`src/rtl/tmds_deserializer.sv`:
```
// TMDS serial-to-symbol deserializer with bit-slip word alignment.
// Locks on repeated DVI control tokens and decodes them to {c1,c0}.
module tmds_deserializer #(
  parameter int LOCK_COUNT    = 4,
  parameter int SEARCH_WORDS  = 64,
  parameter int TIMEOUT_WORDS = 4096
) (
  input  logic       clk_TMDS,
  input  logic       rst_n,
  input  logic       TMDS_in,
  output logic [9:0] symbol,
  output logic       symbol_valid,
  output logic       is_ctrl,
  output logic [1:0] ctrl,
  output logic       locked,
  output logic       bitslip
);

  localparam int TW = $clog2(LOCK_COUNT + 1);
  localparam int SW = $clog2(SEARCH_WORDS + 1);
  localparam int IW = $clog2(TIMEOUT_WORDS + 1);

  typedef enum logic {
    S_SEARCH,
    S_LOCKED
  } state_e;

  state_e        state_q, state_d;
  logic [9:0]    sr_q;
  logic [3:0]    cnt_q, cnt_d;
  logic          hold_q, hold_d;
  logic [TW-1:0] tok_q, tok_d;
  logic [SW-1:0] srch_q, srch_d;
  logic [IW-1:0] idle_q, idle_d;
  logic [9:0]    sym_q;
  logic          valid_q;
  logic          isc_q;
  logic [1:0]    ctrl_q;
  logic          slip_q;

  logic [9:0]    word;
  logic          boundary;
  logic          tok;
  logic [1:0]    tok_ctrl;
  logic          slip;

  assign word     = {TMDS_in, sr_q[9:1]};
  assign boundary = (cnt_q == 4'd9) && !hold_q;

  always_comb begin
    tok      = 1'b1;
    tok_ctrl = 2'b00;
    unique case (1'b1)
      word == 10'b1101010100: tok_ctrl = 2'b00;
      word == 10'b0010101011: tok_ctrl = 2'b01;
      word == 10'b0101010100: tok_ctrl = 2'b10;
      word == 10'b1010101011: tok_ctrl = 2'b11;
      default:                tok      = 1'b0;
    endcase
  end

  always_comb begin
    state_d = state_q;
    tok_d   = tok_q;
    srch_d  = srch_q;
    idle_d  = idle_q;
    slip    = 1'b0;
    if (boundary) begin
      unique case (state_q)
        S_SEARCH: begin
          tok_d  = tok ? tok_q + TW'(1) : '0;
          srch_d = srch_q + SW'(1);
          // lock takes priority over a slip due on the same word
          if (tok_d == TW'(LOCK_COUNT)) begin
            state_d = S_LOCKED;
            tok_d   = '0;
            srch_d  = '0;
            idle_d  = '0;
          end else if (srch_d == SW'(SEARCH_WORDS)) begin
            slip   = 1'b1;
            srch_d = '0;
            tok_d  = '0;
          end
        end
        S_LOCKED: begin
          idle_d = tok ? '0 : idle_q + IW'(1);
          if (idle_d == IW'(TIMEOUT_WORDS)) begin
            state_d = S_SEARCH;
            idle_d  = '0;
            tok_d   = '0;
            srch_d  = '0;
          end
        end
        default: ;
      endcase
    end
  end

  // a slip holds the counter at 0 one extra edge: an 11-bit period once
  always_comb begin
    hold_d = slip;
    if (boundary || hold_q) cnt_d = 4'd0;
    else                    cnt_d = cnt_q + 4'd1;
  end

  always_ff @(posedge clk_TMDS or negedge rst_n) begin
    if (!rst_n) begin
      state_q <= S_SEARCH;
      sr_q    <= '0;
      cnt_q   <= '0;
      hold_q  <= 1'b0;
      tok_q   <= '0;
      srch_q  <= '0;
      idle_q  <= '0;
      sym_q   <= '0;
      valid_q <= 1'b0;
      isc_q   <= 1'b0;
      ctrl_q  <= 2'b00;
      slip_q  <= 1'b0;
    end else begin
      state_q <= state_d;
      sr_q    <= word;
      cnt_q   <= cnt_d;
      hold_q  <= hold_d;
      tok_q   <= tok_d;
      srch_q  <= srch_d;
      idle_q  <= idle_d;
      valid_q <= boundary;
      slip_q  <= slip;
      if (boundary) begin
        sym_q  <= word;
        isc_q  <= tok;
        ctrl_q <= tok_ctrl;
      end
    end
  end

  assign symbol       = sym_q;
  assign symbol_valid = valid_q;
  assign is_ctrl      = isc_q;
  assign ctrl         = ctrl_q;
  assign locked       = (state_q == S_LOCKED);
  assign bitslip      = slip_q;

endmodule

```
`config.mk`:
```
export PLATFORM = sky130hd
export DESIGN_NAME = tmds_deserializer
export DESIGN_NICKNAME = d
export VERILOG_FILES = /design/src/rtl/tmds_deserializer.sv
export SDC_FILE = /design/constraint.sdc
export NUM_CORES = 1
export LEC_CHECK = 0
export ABC_AREA = 1
export BUFFER_PORTS_ARGS = -buffer_cell sky130_fd_sc_hd__buf_2
export CAP_MARGIN = 20
export CELL_PAD_IN_SITES_DETAIL_PLACEMENT = 0
export CELL_PAD_IN_SITES_GLOBAL_PLACEMENT = 1
export CORE_AREA = 2 2 80 82
export DETAILED_ROUTE_END_ITERATION = 16
export DIE_AREA = 0 0 82 84
export PLACE_DENSITY_LB_ADDON = 0.2
export SLEW_MARGIN = 20
export SYNTH_ARGS = -nofsm -noshare
export SYNTH_HDL_FRONTEND = slang
export SYNTH_SLANG_ARGS = --single-unit
```
`constraint.sdc`:
```
create_clock -name clk_TMDS -period 2 [get_ports clk_TMDS]
set_input_delay 0.2 -clock clk_TMDS [delete_from_list [all_inputs] [get_ports clk_TMDS]]
set_output_delay 0.2 -clock clk_TMDS [all_outputs]
set_load 0.05 [all_outputs]
```
==> summary.md, run 1 <==
| Metric | Value |
|---|---|
| Max Cap Viol | 0 |
| Post-Route Utilization | between 50% and 60% |
| CTS tree | yes |
| Drt wl/cell | between 10 and 15 um |
| Fill cell count | 589 |
| # diodes | 0 |
| Vias | 2,080 |
| Crit-path leading delay family | simple AND/OR/NAND/NOR gates |
| Final Critical Period | around 1900 ps |
| Clk buf depth | 2 |
| Pin count of the biggest net entering global routing | 20 |
| Ports | 19 |
| Top fanout value on the critical path | 5 |
| Rows | 29 |
| Hold slack | between 40 and 50 ps |
| Netlist cell types | 32 |
| Final instance area | approximately 0.0032 sq mm |
| Total gr overflow | 0 |
| Beginning of the critical path | idle_q[1]$_DFFE_PN0P_ |
| Detail Placement HPWL | around 4000 um |
| Drt first-iter violations | 92 |
| H-tree depth reported by CTS | 2 |
| Share of the yosys chip area belonging to registers | about half |
| DRT Pass-1 Iters | 4 |
| Crit Path Category | flop to flop |
| HP Class | input pin to flop |
| Max-slew violations | 0 |
| Die height | roughly 84 um |
| Total global-route track usage | 18.3% |
| HP Start | TMDS_in |
| Port Buffer Count | 18 |
| Finished Layout Cells | between 400 and 500 |
| Inst Count DP | 410 |
| Final Wtd Congestion | 0.813 |
| Arr. time, crit path | 2170 ps |
| First-pass GRT wire length | 9750 um |
| Post-Syn Instances | about 310 |
| Share of layout cells above drive strength 1 | 27.2% |
| Die W | about 82 um |
| Crit-path cells | buf_6, nand2_4, nor2_4, nand3_2, nor2_1, nor2_1, nand2_1, nand2_2, nor2_4, nand3_2, nand2_4, buf_12, nand3_1, nand2_1 |
| Worst-Skew Late Latency | around 310 ps |
| #FFs+latches synth | 52 |
| Initial Util | a little over two fifths |
| CP max stage cell | dfrtp_1 |
| Clock Skew | 9.23 ps |
| Data required time of the worst path | approximately 2300 ps |
| Reg2reg start | idle_q[1]$_DFFE_PN0P_ |
| Fmax | 521 MHz |
| Cell taking the most area after synthesis | dfrtp_1 |
| Die ar. | roughly 0.0069 sq mm |
| Instance area after placement | 0.00286 sq mm |
| Top area cells in the synthesized netlist | dfrtp_1 (49%), nand2_1 (12%), inv_1 (4.5%) |
| Bufs and invs on worst path | 2 |
| Ys Warns | 0 |
| Syn Nets | 319 |
| Post-route ant nets | 0 |
| CP Capture Type | flop |
| Worst path max stage delay | approximately 420 ps |
| Num CTS Buffers | 5 |
| Leakage | about 1.5 nW |
| CTS clk-pin slew, worst paths | ~100 ps |
| Post-Syn Area | ~0.0026 sq mm |
| PnR worst setup slack | a little over 80 ps |
| Nets@finish | 360 |
| Synth top area share | between 40% and 50% |
| Detailed-route DRC error count | 0 |
| Core area | 0.00610 sq mm |
| Vias in the first global route | between 2,000 and 2,500 |
| Crit path launch type | flop |
| Peak VDD IR | between 0.4 and 0.5 mV |
| Worst slew pin tran | 530 ps |
| Post-Route WL | 5600 um |
| Commonest non-fill, non-tap cells in the layout | nand2_1 (79), dfrtp_1 (52), inv_1 (32) |
| Final Cycle Share | between 90% and 100% |
| Vias per std cell | between 4 and 5 |
| Slew headroom | approximately 64% |
| RSZ-0062 raised after global routing | yes |
| P per Cell Area | 605 mW/mm^2 |
| Final setup violation count | 0 |
| Syn-to-layout area delta | 20.4% |
| Endpoints failing hold | 0 |
| Status | complete, no violations |
| Most common cell after layout, fill and taps aside | nand2_1 |
| Syn Area/Cell | approximately 8.5 sq um |
| Setup slack at placement | -83.0 ps |
| Root buf cell | clkbuf_8 |
| Sink Count | 52 |
| Antenna violations before repair | 0 |
report_power, final:
group          internal, mW  total [mW]  switching, mW
sequential             1.07        1.09         0.0140
clock                 0.371       0.735          0.364
combinational        0.0229       0.103         0.0802
total                  1.47        1.92          0.458
through the flow:
| stage | power, mW | TNS (ps) |
|---|---|---|
| 2_1_floorplan | 1.16 | 0 |
| 3_3_place_gp | 1.21 | -142 |
| 3_5_place_dp | 1.21 | -639 |
| 4_1_cts | 1.94 | 0 |
| 5_1_grt | 2.00 | -637 |
| 6_report | 1.92 | 0 |
cells in the mapped netlist (all sizes together):
cell type  instances
a21o               1
a21oi              2
a22o               1
buf                5
clkbuf             1
dfrtp             52
ha                 5
inv               35
nand2            100
nand3             27
nand4              5
nor2              33
nor3               3
nor3b              1
nor4               1
o21ai             25
o21bai             1
o31ai              3
or2                1
xnor2              2
xor2               7
kinds of logic (layout without fill, tap and decap cells):
family                     after synthesis  count (layout)  synth area share [%]
buffers and inverters                   41              82                  6.54
DFF                                     52              52                  49.3
adders and majority gates                5               5                  2.37
and+or+nand+nor                        171             172                  31.7
xor gates and xnor gates                 9               9                  2.98
AOI/OAI and AO/OA                       33              33                  7.15
registers in the layout, indices dropped and copies added (netlist names):
register,count
idle_q,13
symbol,10
sr_q,9
srch_q,7
cnt_q,4
tok_q,3
ctrl,2
bitslip,1
is_ctrl,1
locked,1
symbol_valid,1
final cells by class:
cell class              count  area, sq um  share of cell area, %
repair buffers             39          274                   8.62
flip-flops and latches     52         1300                   40.9
well taps                  77         96.3                   3.03
inverters                  35          134                   4.21
clock buffers               5         68.8                   2.16
clock inverters             3         42.5                   1.34
multi-input cells         219         1260                   39.7
final timing paths:
check,slack [ps],cells after the start,endpoint
min in group asynchronous,350,2,idle_q[9]$_DFFE_PN0P_
min,40,1,sr_q[9]$_DFF_PN0_
max in group asynchronous,1040,3,tok_q[0]$_DFFE_PN0P_
min reg2reg,400,0,sr_q[1]$_DFF_PN0_
max,80,14,srch_q[6]$_DFFE_PN0P_
max reg2reg,80,14,srch_q[6]$_DFFE_PN0P_
repair_timing:
item	in CTS	in global routing
resized for setup	3	20
pin swaps	2	21
setup endpoints to repair	10	12
hold buffers	1	0
cloned	0	1
buffers inserted	4	6
hold endpoints to repair	16	0
metal layers:
metal	wire length [um]	GRT usage [%]	vias to the layer above
li1	-	-	1067
met1	2750	25.4	977
met2	2620	28.5	24
met3	126	3.25	12
met4	110	6.36	0
met5	0	0	-
No activity file was read; power rests on OpenSTA's default activity.
==> inputs of run 2 (changes only) <==
--- a/config.mk
+++ b/config.mk
@@ -13,2 +13,3 @@
 export CORE_AREA = 2 2 80 82
+export CTS_BUF_LIST = sky130_fd_sc_hd__clkbuf_4 sky130_fd_sc_hd__clkbuf_8 sky130_fd_sc_hd__clkbuf_16
 export DETAILED_ROUTE_END_ITERATION = 16
==> constraint.sdc (replaced) <==
create_clock -name clk_TMDS -period 2 [get_ports clk_TMDS]
set_input_delay 0.1 -clock clk_TMDS [delete_from_list [all_inputs] [get_ports clk_TMDS]]
set_output_delay 0.1 -clock clk_TMDS [all_outputs]
set_load 0.05 [all_outputs]
==> run 2 against run 1 <==
Against the previous run:
- clock power is 15% lower
- register-to-register slack worse by 30 ps
- sequential share of layout area is 0.28 points higher
- largest power group unchanged
- highest routed layer unchanged
- clock skew up 1.9 ps
- core utilization is 0.35 points lower
==> summary.md, run 2 (same netlist as run 1, synthesis figures left out) <==
| Metric | Value |
|---|---|
| Crit-path leading delay family | simple AND/OR/NAND/NOR gates |
| Fmax | 512 MHz |
| Crit path depth | 12 |
| Crit Path Category | flop to flop |
| Status | complete, no violations |
| Bufs and invs on worst path | 1 |
| Fill cell count | just under 600 |
| Initial Util | a little over two fifths |
| Vias in the first global route | roughly 1,900 |
| HP Class | input pin to async pin |
| Arr. time, crit path | 2200 ps |
| Rows | 29 |
| Finished Layout Cells | around 430 |
| Final Cycle Share | between 90% and 100% |
| Detailed-route DRC error count | 0 |
| Antenna violations before repair | 0 |
| Most common cell after layout, fill and taps aside | nand2_1 |
| Commonest non-fill, non-tap cells in the layout | nand2_1 (81), dfrtp_1 (52), inv_1 (31) |
| Post-route ant nets | 0 |
| Total global-route track usage | 17.0% |
| Num CTS Buffers | 5 |
| PnR worst setup slack | 48.2 ps |
| Sink Count | 52 |
| CTS clk-pin slew, worst paths | around 100 ps |
| CP most frequent cell | nand3_2 |
| Vias | around 2,100 |
| Die ar. | ~0.007 sq mm |
| Max-slew violations | 0 |
| Final Wtd Congestion | 0.823 |
| Crit-path cells | ha_4, nand3_4, nor2_4, nand3_2, nor2_1, o21ai_1, nor2_2, nand3_2, nand2_4, buf_4, nand3_1, nand2_1 |
| Die W | between 80 and 90 um |
| First-pass GRT wire length | about 9000 um |
| Core area | between 0.006 and 0.007 sq mm |
| CTS tree | yes |
| DRT Pass-1 Iters | 4 |
| Top reg by flops | idle_q |
| Max Cap Viol | 0 |
| P per Cell Area | 576 mW/mm^2 |
| Pin count of the biggest net entering global routing | 32 |
| Leakage | 1.53 nW |
| Worst slew pin tran | roughly 570 ps |
| Vias per std cell | a little under 5 |
| Setup slack at placement | -33.6 ps |
| Data required time of the worst path | roughly 2300 ps |
| CP Capture Type | flop |
| Final setup violation count | 0 |
| Clk buf depth | 2 |
| H-tree depth reported by CTS | 2 |
| Inst Count DP | ~410 |
| Worst-Skew Late Latency | ~310 ps |
| Drt first-iter violations | roughly 50 |
| Share of layout cells above drive strength 1 | 25.7% |
| Slew headroom | roughly 62% |
| Die height | roughly 84 um |
| Clock Skew | around 11 ps |
| Hold slack | just over 300 ps |
| Final Critical Period | between 1500 and 2000 ps |
| Peak VDD IR | between 0.4 and 0.5 mV |
| Top fanout value on the critical path | 7 |
| Crit path launch type | flop |
| # diodes | 0 |
| Detail Placement HPWL | slightly below 4000 um |
| Drt wl/cell | 12.5 um |
| RSZ-0062 raised after global routing | yes |
| Nets@finish | ~360 |
| Reg2reg path depth | 12 |
| Root buf cell | clkbuf_8 |
| Worst R2R Setup Slack | 50 ps |
| Port Buffer Count | 18 |
| Ports | 19 |
| Total gr overflow | 0 |
| Post-Route WL | approximately 5400 um |
| CP max stage cell | dfrtp_1 |
| Largest register FFs | 13 |
| Endpoints failing hold | 0 |
| Syn-to-layout area delta | 19.6% |
| Worst path max stage delay | approximately 420 ps |
run 2: final timing paths:
kind,from,end
max,idle_q[0]$_DFFE_PN0P_,tok_q[2]$_DFFE_PN0P_
min,rst_n,idle_q[6]$_DFFE_PN0P_
max reg2reg,idle_q[0]$_DFFE_PN0P_,tok_q[2]$_DFFE_PN0P_
min reg2reg,sr_q[2]$_DFF_PN0_,sr_q[1]$_DFF_PN0_
max in group asynchronous,rst_n,srch_q[0]$_DFFE_PN0P_
min in group clk_TMDS,sr_q[2]$_DFF_PN0_,sr_q[1]$_DFF_PN0_
run 2: what timing repair did:
item                                   CTS  global route
setup buffers                            1            11
gates resized for setup                  0            18
hold buffers                             2             0
endpoints found under the hold margin   22             0
setup endpoints to repair               10            22
pin swaps                                0            10
cloned                                   0             2
run 2: stage by stage:
stage	instance area (sq um)	power, mW	util [%]	TNS [ps]
2_1_floorplan	2640	1.16	-	0
3_3_place_gp	2850	1.21	46.8	-239
3_5_place_dp	2850	1.21	46.8	-306
4_1_cts	2970	1.86	48.8	0
5_1_grt	3160	1.91	51.8	-1360
6_report	3160	1.82	51.8	0
run 2: layer usage:
| layer | wire length (um) | GRT usage, % | vias up |
|---|---|---|---|
| met4 | 78 | 5.45 | 0 |
| li1 | - | - | 1076 |
| met1 | 2570 | 23.7 | 970 |
| met5 | 0 | 0 | - |
| met2 | 2500 | 26.1 | 36 |
| met3 | 226 | 3.68 | 6 |
run 2: layout make-up:
type                            instances  area [sq um]  share of cell area [%]
Clock inverter                          3          26.3                   0.832
Timing Repair Buffer                   39           289                    9.15
Tap cell                               77          96.3                    3.05
Sequential cell                        52          1300                    41.2
Timing Repair inverter                  1          5.00                   0.158
Clock buffer                            5          68.8                    2.18
Inverter                               35           136                    4.32
Multi-Input combinational cell        219          1240                    39.1
run 2: power by group:
part           internal (mW)  total (mW)  switching [mW]
clock                  0.258       0.628           0.370
sequential              1.07        1.09          0.0145
combinational         0.0244       0.104          0.0799
total                   1.35        1.82           0.464
run 2: worst reg2reg max path, cell delays in order, from the launching register on:
cell and delay, ps:
dfrtp_1 420, ha_4 170, nand3_4 110, nor2_4 180
nand3_2 110, nor2_1 110, o21ai_1 80, nor2_2 160
nand3_2 110, nand2_4 170, buf_4 140, nand3_1 60
nand2_1 80
